<file path="src/rtl/vend_select_source.sv">
// Vending machine source side of the display select path: coin accumulation, vend decision, hold countdown.
// Optional build macro VEND_TIMEOUT_SHOW_EN shows the remaining inactivity seconds on select_b while collecting.
module vend_select_source #(
  parameter int PRICE     = 7,
  parameter int HOLD_S    = 3,
  parameter int TIMEOUT_S = 5,
  parameter int TICK_DIV  = 50000000
) (
  input  logic       clk,
  input  logic       rst,
  input  logic       coin_1,
  input  logic       coin_5,
  input  logic       cancel,
  output logic       select_control,
  output logic [3:0] select_a,
  output logic [3:0] select_b,
  output logic       dispense,
  output logic       refund,
  output logic [3:0] change_val,
  output logic       coin_reject
);

  localparam int PW = $clog2(TICK_DIV);
  localparam logic [3:0] PRICE_L   = 4'(PRICE);
  localparam logic [3:0] HOLD_L    = 4'(HOLD_S);
  localparam logic [3:0] TIMEOUT_L = 4'(TIMEOUT_S);
  localparam logic [PW-1:0] TICK_LAST = PW'(TICK_DIV - 1);

  typedef enum logic [1:0] {
    S_IDLE    = 2'd0,
    S_COLLECT = 2'd1,
    S_VEND    = 2'd2,
    S_HOLD    = 2'd3
  } state_t;

  state_t        state_q, state_d;
  logic [3:0]    total_q, total_d;
  logic [PW-1:0] presc_q, presc_d;
  logic [3:0]    sec_q, sec_d;
  logic          sel_ctrl_q, sel_ctrl_d;
  logic [3:0]    sel_a_q, sel_a_d;
  logic [3:0]    sel_b_q, sel_b_d;
  logic          dispense_q, dispense_d;
  logic          refund_q, refund_d;
  logic [3:0]    change_q, change_d;
  logic          reject_q, reject_d;

  logic          coin_any;
  logic [3:0]    coin_val;
  logic          tick;

  assign coin_any = coin_1 | coin_5;
  assign coin_val = {3'b000, coin_1} + (coin_5 ? 4'd5 : 4'd0);
  assign tick     = (presc_q == TICK_LAST);

  // Next-state, counters and registered-output values.
  always_comb begin
    state_d    = state_q;
    total_d    = total_q;
    presc_d    = tick ? {PW{1'b0}} : presc_q + PW'(1);
    sec_d      = sec_q;
    sel_ctrl_d = 1'b0;
    sel_a_d    = 4'd0;
    sel_b_d    = 4'd0;
    dispense_d = 1'b0;
    refund_d   = 1'b0;
    change_d   = change_q;
    reject_d   = 1'b0;

    case (state_q)
      S_IDLE: begin
        presc_d = {PW{1'b0}};
        sec_d   = 4'd0;
        if (coin_any) begin
          total_d = coin_val;
          state_d = (coin_val >= PRICE_L) ? S_VEND : S_COLLECT;
        end else begin
          total_d = 4'd0;
        end
      end
      S_COLLECT: begin
        if (cancel) begin
          refund_d = 1'b1;
          change_d = total_q;
          total_d  = 4'd0;
          reject_d = coin_any;
          state_d  = S_IDLE;
        end else if (coin_any) begin
          total_d = total_q + coin_val;
          presc_d = {PW{1'b0}};
          sec_d   = 4'd0;
          state_d = (total_d >= PRICE_L) ? S_VEND : S_COLLECT;
        end else if (tick) begin
          // The tick that would make elapsed reach TIMEOUT_S refunds on that same edge.
          if (sec_q >= TIMEOUT_L - 4'd1) begin
            refund_d = 1'b1;
            change_d = total_q;
            total_d  = 4'd0;
            state_d  = S_IDLE;
          end else begin
            sec_d = sec_q + 4'd1;
          end
        end else begin
          sec_d = sec_q;
        end
      end
      S_VEND: begin
        dispense_d = 1'b1;
        change_d   = total_q - PRICE_L;
        total_d    = 4'd0;
        presc_d    = {PW{1'b0}};
        sel_ctrl_d = 1'b1;
        sel_b_d    = HOLD_L;
        reject_d   = coin_any;
        state_d    = S_HOLD;
      end
      S_HOLD: begin
        reject_d   = coin_any;
        sel_ctrl_d = 1'b1;
        sel_b_d    = sel_b_q;
        if (tick) begin
          if (sel_b_q <= 4'd1) begin
            sel_ctrl_d = 1'b0;
            sel_b_d    = 4'd0;
            state_d    = S_IDLE;
          end else begin
            sel_b_d = sel_b_q - 4'd1;
          end
        end else begin
          sel_b_d = sel_b_q;
        end
      end
      default: begin
        state_d = S_IDLE;
        total_d = 4'd0;
        presc_d = {PW{1'b0}};
        sec_d   = 4'd0;
      end
    endcase

    if (state_d == S_COLLECT) begin
      sel_a_d = total_d;
`ifdef VEND_TIMEOUT_SHOW_EN
      if ((TIMEOUT_L - sec_d) <= 4'd3) begin
        sel_ctrl_d = 1'b1;
        sel_b_d    = TIMEOUT_L - sec_d;
      end else begin
        sel_ctrl_d = 1'b0;
        sel_b_d    = 4'd0;
      end
`endif
    end else begin
      sel_a_d = 4'd0;
    end
  end

  // State, counter and output registers with synchronous reset.
  always_ff @(posedge clk) begin
    if (rst) begin
      state_q    <= S_IDLE;
      total_q    <= 4'd0;
      presc_q    <= {PW{1'b0}};
      sec_q      <= 4'd0;
      sel_ctrl_q <= 1'b0;
      sel_a_q    <= 4'd0;
      sel_b_q    <= 4'd0;
      dispense_q <= 1'b0;
      refund_q   <= 1'b0;
      change_q   <= 4'd0;
      reject_q   <= 1'b0;
    end else begin
      state_q    <= state_d;
      total_q    <= total_d;
      presc_q    <= presc_d;
      sec_q      <= sec_d;
      sel_ctrl_q <= sel_ctrl_d;
      sel_a_q    <= sel_a_d;
      sel_b_q    <= sel_b_d;
      dispense_q <= dispense_d;
      refund_q   <= refund_d;
      change_q   <= change_d;
      reject_q   <= reject_d;
    end
  end

  assign select_control = sel_ctrl_q;
  assign select_a       = sel_a_q;
  assign select_b       = sel_b_q;
  assign dispense       = dispense_q;
  assign refund         = refund_q;
  assign change_val     = change_q;
  assign coin_reject    = reject_q;

endmodule
</file>
<file path="config.mk">
export PLATFORM = sky130hd
export DESIGN_NAME = vend_select_source
export DESIGN_NICKNAME = d
export VERILOG_FILES = /design/src/rtl/vend_select_source.sv
export SDC_FILE = /design/constraint.sdc
export NUM_CORES = 1
export LEC_CHECK = 0
export ABC_AREA = 1
export BUFFER_PORTS_ARGS = -buffer_cell sky130_fd_sc_hd__clkbuf_2
export CORE_ASPECT_RATIO = 0.9
export CORE_UTILIZATION = 30
export CTS_CLUSTER_DIAMETER = 100
export CTS_CLUSTER_SIZE = 14
export DETAILED_ROUTE_END_ITERATION = 10
export PLACE_DENSITY_LB_ADDON = 0.08
export SETUP_SLACK_MARGIN = 0.3
export SLEW_MARGIN = 20
export SYNTH_ARGS = -nofsm -noshare
export SYNTH_HDL_FRONTEND = slang
export SYNTH_SLANG_ARGS = --single-unit
export TNS_END_PERCENT = 1
</file>
<file path="constraint.sdc">
create_clock -name clk -period 2.4 [get_ports clk]
set_clock_uncertainty 0.1 [all_clocks]
set_input_delay 0.48 -clock clk [delete_from_list [all_inputs] [get_ports clk]]
set_output_delay 0.48 -clock clk [all_outputs]
set_load 0.01 [all_outputs]
</file>
==> summary.txt <==
Crit path cell chain: clkbuf_16, inv_8, ha_4, ha_4, inv_2, fa_2, inv_1, nand4_1, nand2_1, nor2_1, nand2_1, a21oi_2, nand2_2, nor2_2
Worst VDD drop: 0.1940 mV
Fin cells: 546
Total CTS buffers: 5
Height of the chip: 92.88 µm
CTS Buffer Depth: 2
Synthesis-to-finish area growth: 20.14%
Tot Pwr: 1798 µW
Flop pwr share: 0.516
Async SR Flop Fraction: 0
Reg-to-Reg Start: presc_q[0]
Crit path time final: 2121 ps
CTS clock-pin slew for the worst setup and hold paths: 100 ps
Synth Register Bits: 52
Initial Utilization: 0.3154
CTS tree: built
Yosys cell types: 37
Startpoint of the worst hold path: sec_q[3]
Crit start category: input port
Largest stage delay, worst path: 520 ps
Crit path arrival time: 2270 ps
TritonRoute pass-1 iters: 5
Status: finished clean
Final hold violations: 0
Htree depth: 2
Internal power: 1270 µW
Die Wd: 103.0 µm
CP delay by family, top: adder cells
Layout cells sized above 1: 0.1967
Fillers: 958
Synth area leaders: dfxtp_1 38%, nand2_1 9.7%, nor2_1 8.7%
DR vias: 2421
Slew headroom: 0.6747
Largest net degree at the start of global routing: 16
Tightest Pin Transition: 480.4 ps
I/O Pins: 21
Leak: 0.001310 µW
Port Buf Inserts: 20
Yosys top cell by area: dfxtp_1
Most used DFF post-synth: dfxtp_1
Ant. Diodes: 0
CTS Root Cell: clkbuf_8
Vias in the first global route: 2309
Worst setup path start: coin_5
Sequential share of the synthesized area: 0.3782
Fin crit share: 0.8838
Post-synth EDFFs: 0
Clk pwr share: 0.297
Critical path class: in2reg
Routed wire per std cell: 11.65 µm
Final setup vio count: 0
Ys Warns: 0
Cells after DPL: 533
Remaining antenna violation count after routing: 0
Hold Crit Class: reg2reg
Clk sinks: 52
DRC Markers: 0
Reg2Reg Depth: 10
RSZ-0062 raised after global routing: yes
Final WL: 6362 µm
Post-Syn Instances: 388
Syn Area/Cell: 7.094 µm²
Clock latency on the worst-skew pair: 300 ps
Logic pwr share: 0.187
Max-capacitance violation count: 0
First-pass GRT wire length: 11250 µm
Post-Syn Nets: 404
Power Density: 543.8 nW/µm²
Core area: 8728 µm²
Hold path cells: 2
FMAX: 471.4 MHz
CP required: 2550 ps
Sum of negative setup slack: 0 ps
Die area: 9563 µm²
Buffers and inverters on the worst path: 4
NetSw: 527.9 µW
Switch share: 0.2936
Top cell type's share of synthesized area: 0.3782
FP Rows: 32
DP HPWL: 4989 µm
Iter 0 DRT Violations: 95
Initial antenna violation count: 0
NumNets Final: 442
GR Overflow Total: 0
WP depth: 14
Worst setup EP type: register
Cell Area, Synth: 2753 µm²
Count of pins over their slew limit: 0
Max Fanout on Critical Path: 4
GR Util All Layers: 0.1505
Gpl congestion: 0.8226
Via/cell ratio: 4.434
Fin util: 0.3789
Slowest CP cell: fa_2
## power by group through the flow
stage | logic, µW | clock network [µW] | registers, µW
detailed placement | 311 | 0 | 949
floorplan | 214 | 0 | 945
finish | 336 | 534 | 929
global placement | 314 | 0 | 949
CTS | 331 | 560 | 929
global route | 383 | 604 | 935
## flip-flops by register name, indices dropped and copies added, names as in the netlist
| name | count |
|---|---|
| coin_reject | 1 |
| total_q | 4 |
| refund | 1 |
| state_q | 2 |
| presc_q | 26 |
| select_control | 1 |
| change_val | 4 |
| select_a | 4 |
| sec_q | 4 |
| dispense | 1 |
| select_b | 4 |
## layer usage
| layer | track usage | vias to the layer above | share of wire |
|---|---|---|---|
| met4 | 0.03873 | 0 | 0.0097 |
| met5 | 0 | - | 0 |
| met3 | 0.02642 | 7 | 0.040 |
| li1 | - | 1321 | - |
| met1 | 0.2338 | 1055 | 0.57 |
| met2 | 0.2089 | 38 | 0.38 |
## Yosys cell counts, types with 4 or more instances
master and count:
nand2_1 71, nor2_1 64, dfxtp_1 52, inv_1 47, nand3_1 24, a21oi_1 23
o21ai_0 18, ha_1 10, nor3_1 9, xor2_1 9, nor2_2 8, inv_2 6
nand2_2 5, nand4_1 5, nor2_4 5, xnor2_1 4
## stage by stage
stage | hold WS (ps) | setup WS [ps] | cell area (µm²)
4_1_cts | 351.2 | 284.2 | 3292
2_1_floorplan | 317.5 | 183.5 | 2798
3_3_place_gp | 328.9 | -100.0 | 3115
6_report | 346.9 | 278.8 | 3307
3_5_place_dp | 336.1 | -123.4 | 3115
5_1_grt | 376.9 | 140.7 | 3307
## worst reg2reg max path, cell delays in order (launching register included)
cell and delay, ps:
dfxtp_1 360, ha_1 220, nand3_1 150, nor2_1 210, nand3_1 130, nor2_2 190
nand3_2 170, nand2_1 130, a21oi_2 70, buf_4 140, buf_4 110
## cells by family (layout without fill, tap and decap cells)
group                    count (synthesis)  in the layout  synth area share
AND/OR/NAND/NOR                        199            199            0.3300
XOR/XNOR                                13             13           0.04136
AO/OA/AOI/OAI                           56             56            0.1186
adder cells (fa/ha/maj)                 11             11           0.05273
flip-flops                              52             52            0.3782
buffers and inverters                   57             96           0.07909
## final timing paths
kind,endpoint,slack (ps)
worst max register to register,state_q[0],310
worst min-delay path,sec_q[3],350
worst min register to register,sec_q[3],350
worst max-delay path,select_a[0],280
## area by class of cell
| class | instances | area, µm² | share of cell area |
|---|---|---|---|
| clock inverter | 1 | 7.507 | 0.002270 |
| clock buffer | 7 | 86.33 | 0.02611 |
| sequential | 52 | 1041 | 0.3148 |
| inverter | 53 | 214.0 | 0.06470 |
| timing repair buffer | 35 | 265.3 | 0.08021 |
| tap | 119 | 148.9 | 0.04502 |
| multi-input combinational | 279 | 1544 | 0.4669 |
## timing repair
action                                 4_1_cts  5_1_grt
resized for setup                            8        3
buffers inserted                             4        1
endpoints found under the hold margin        0        0
pin swaps                                    9        4
hold buffers                                 0        0
setup endpoints to repair                    4       24
gates cloned                                 0        0
## cells in the final DEF, fill, tap and decap left out, types with 2 or more instances in the layout
| cell | n |
|---|---|
| xor2_1 | 9 |
| nand4_1 | 5 |
| inv_8 | 2 |
| buf_4 | 14 |
| clkbuf_8 | 6 |
| or2_0 | 2 |
| nand3_2 | 2 |
| a31oi_1 | 3 |
| ha_4 | 2 |
| dfxtp_1 | 52 |
| ha_1 | 8 |
| nand2_2 | 6 |
| a211oi_1 | 2 |
| nand3_1 | 23 |
| xnor2_1 | 3 |
| nor2_2 | 11 |
| o21a_1 | 2 |
| nor2_4 | 5 |
| nor3_1 | 9 |
| nand2_1 | 70 |
| a21oi_1 | 23 |
| clkbuf_2 | 18 |
| nor2_1 | 61 |
| inv_1 | 44 |
| inv_2 | 7 |
| clkbuf_16 | 2 |
| o21ai_0 | 18 |
Power figures use the tool's default switching activity.
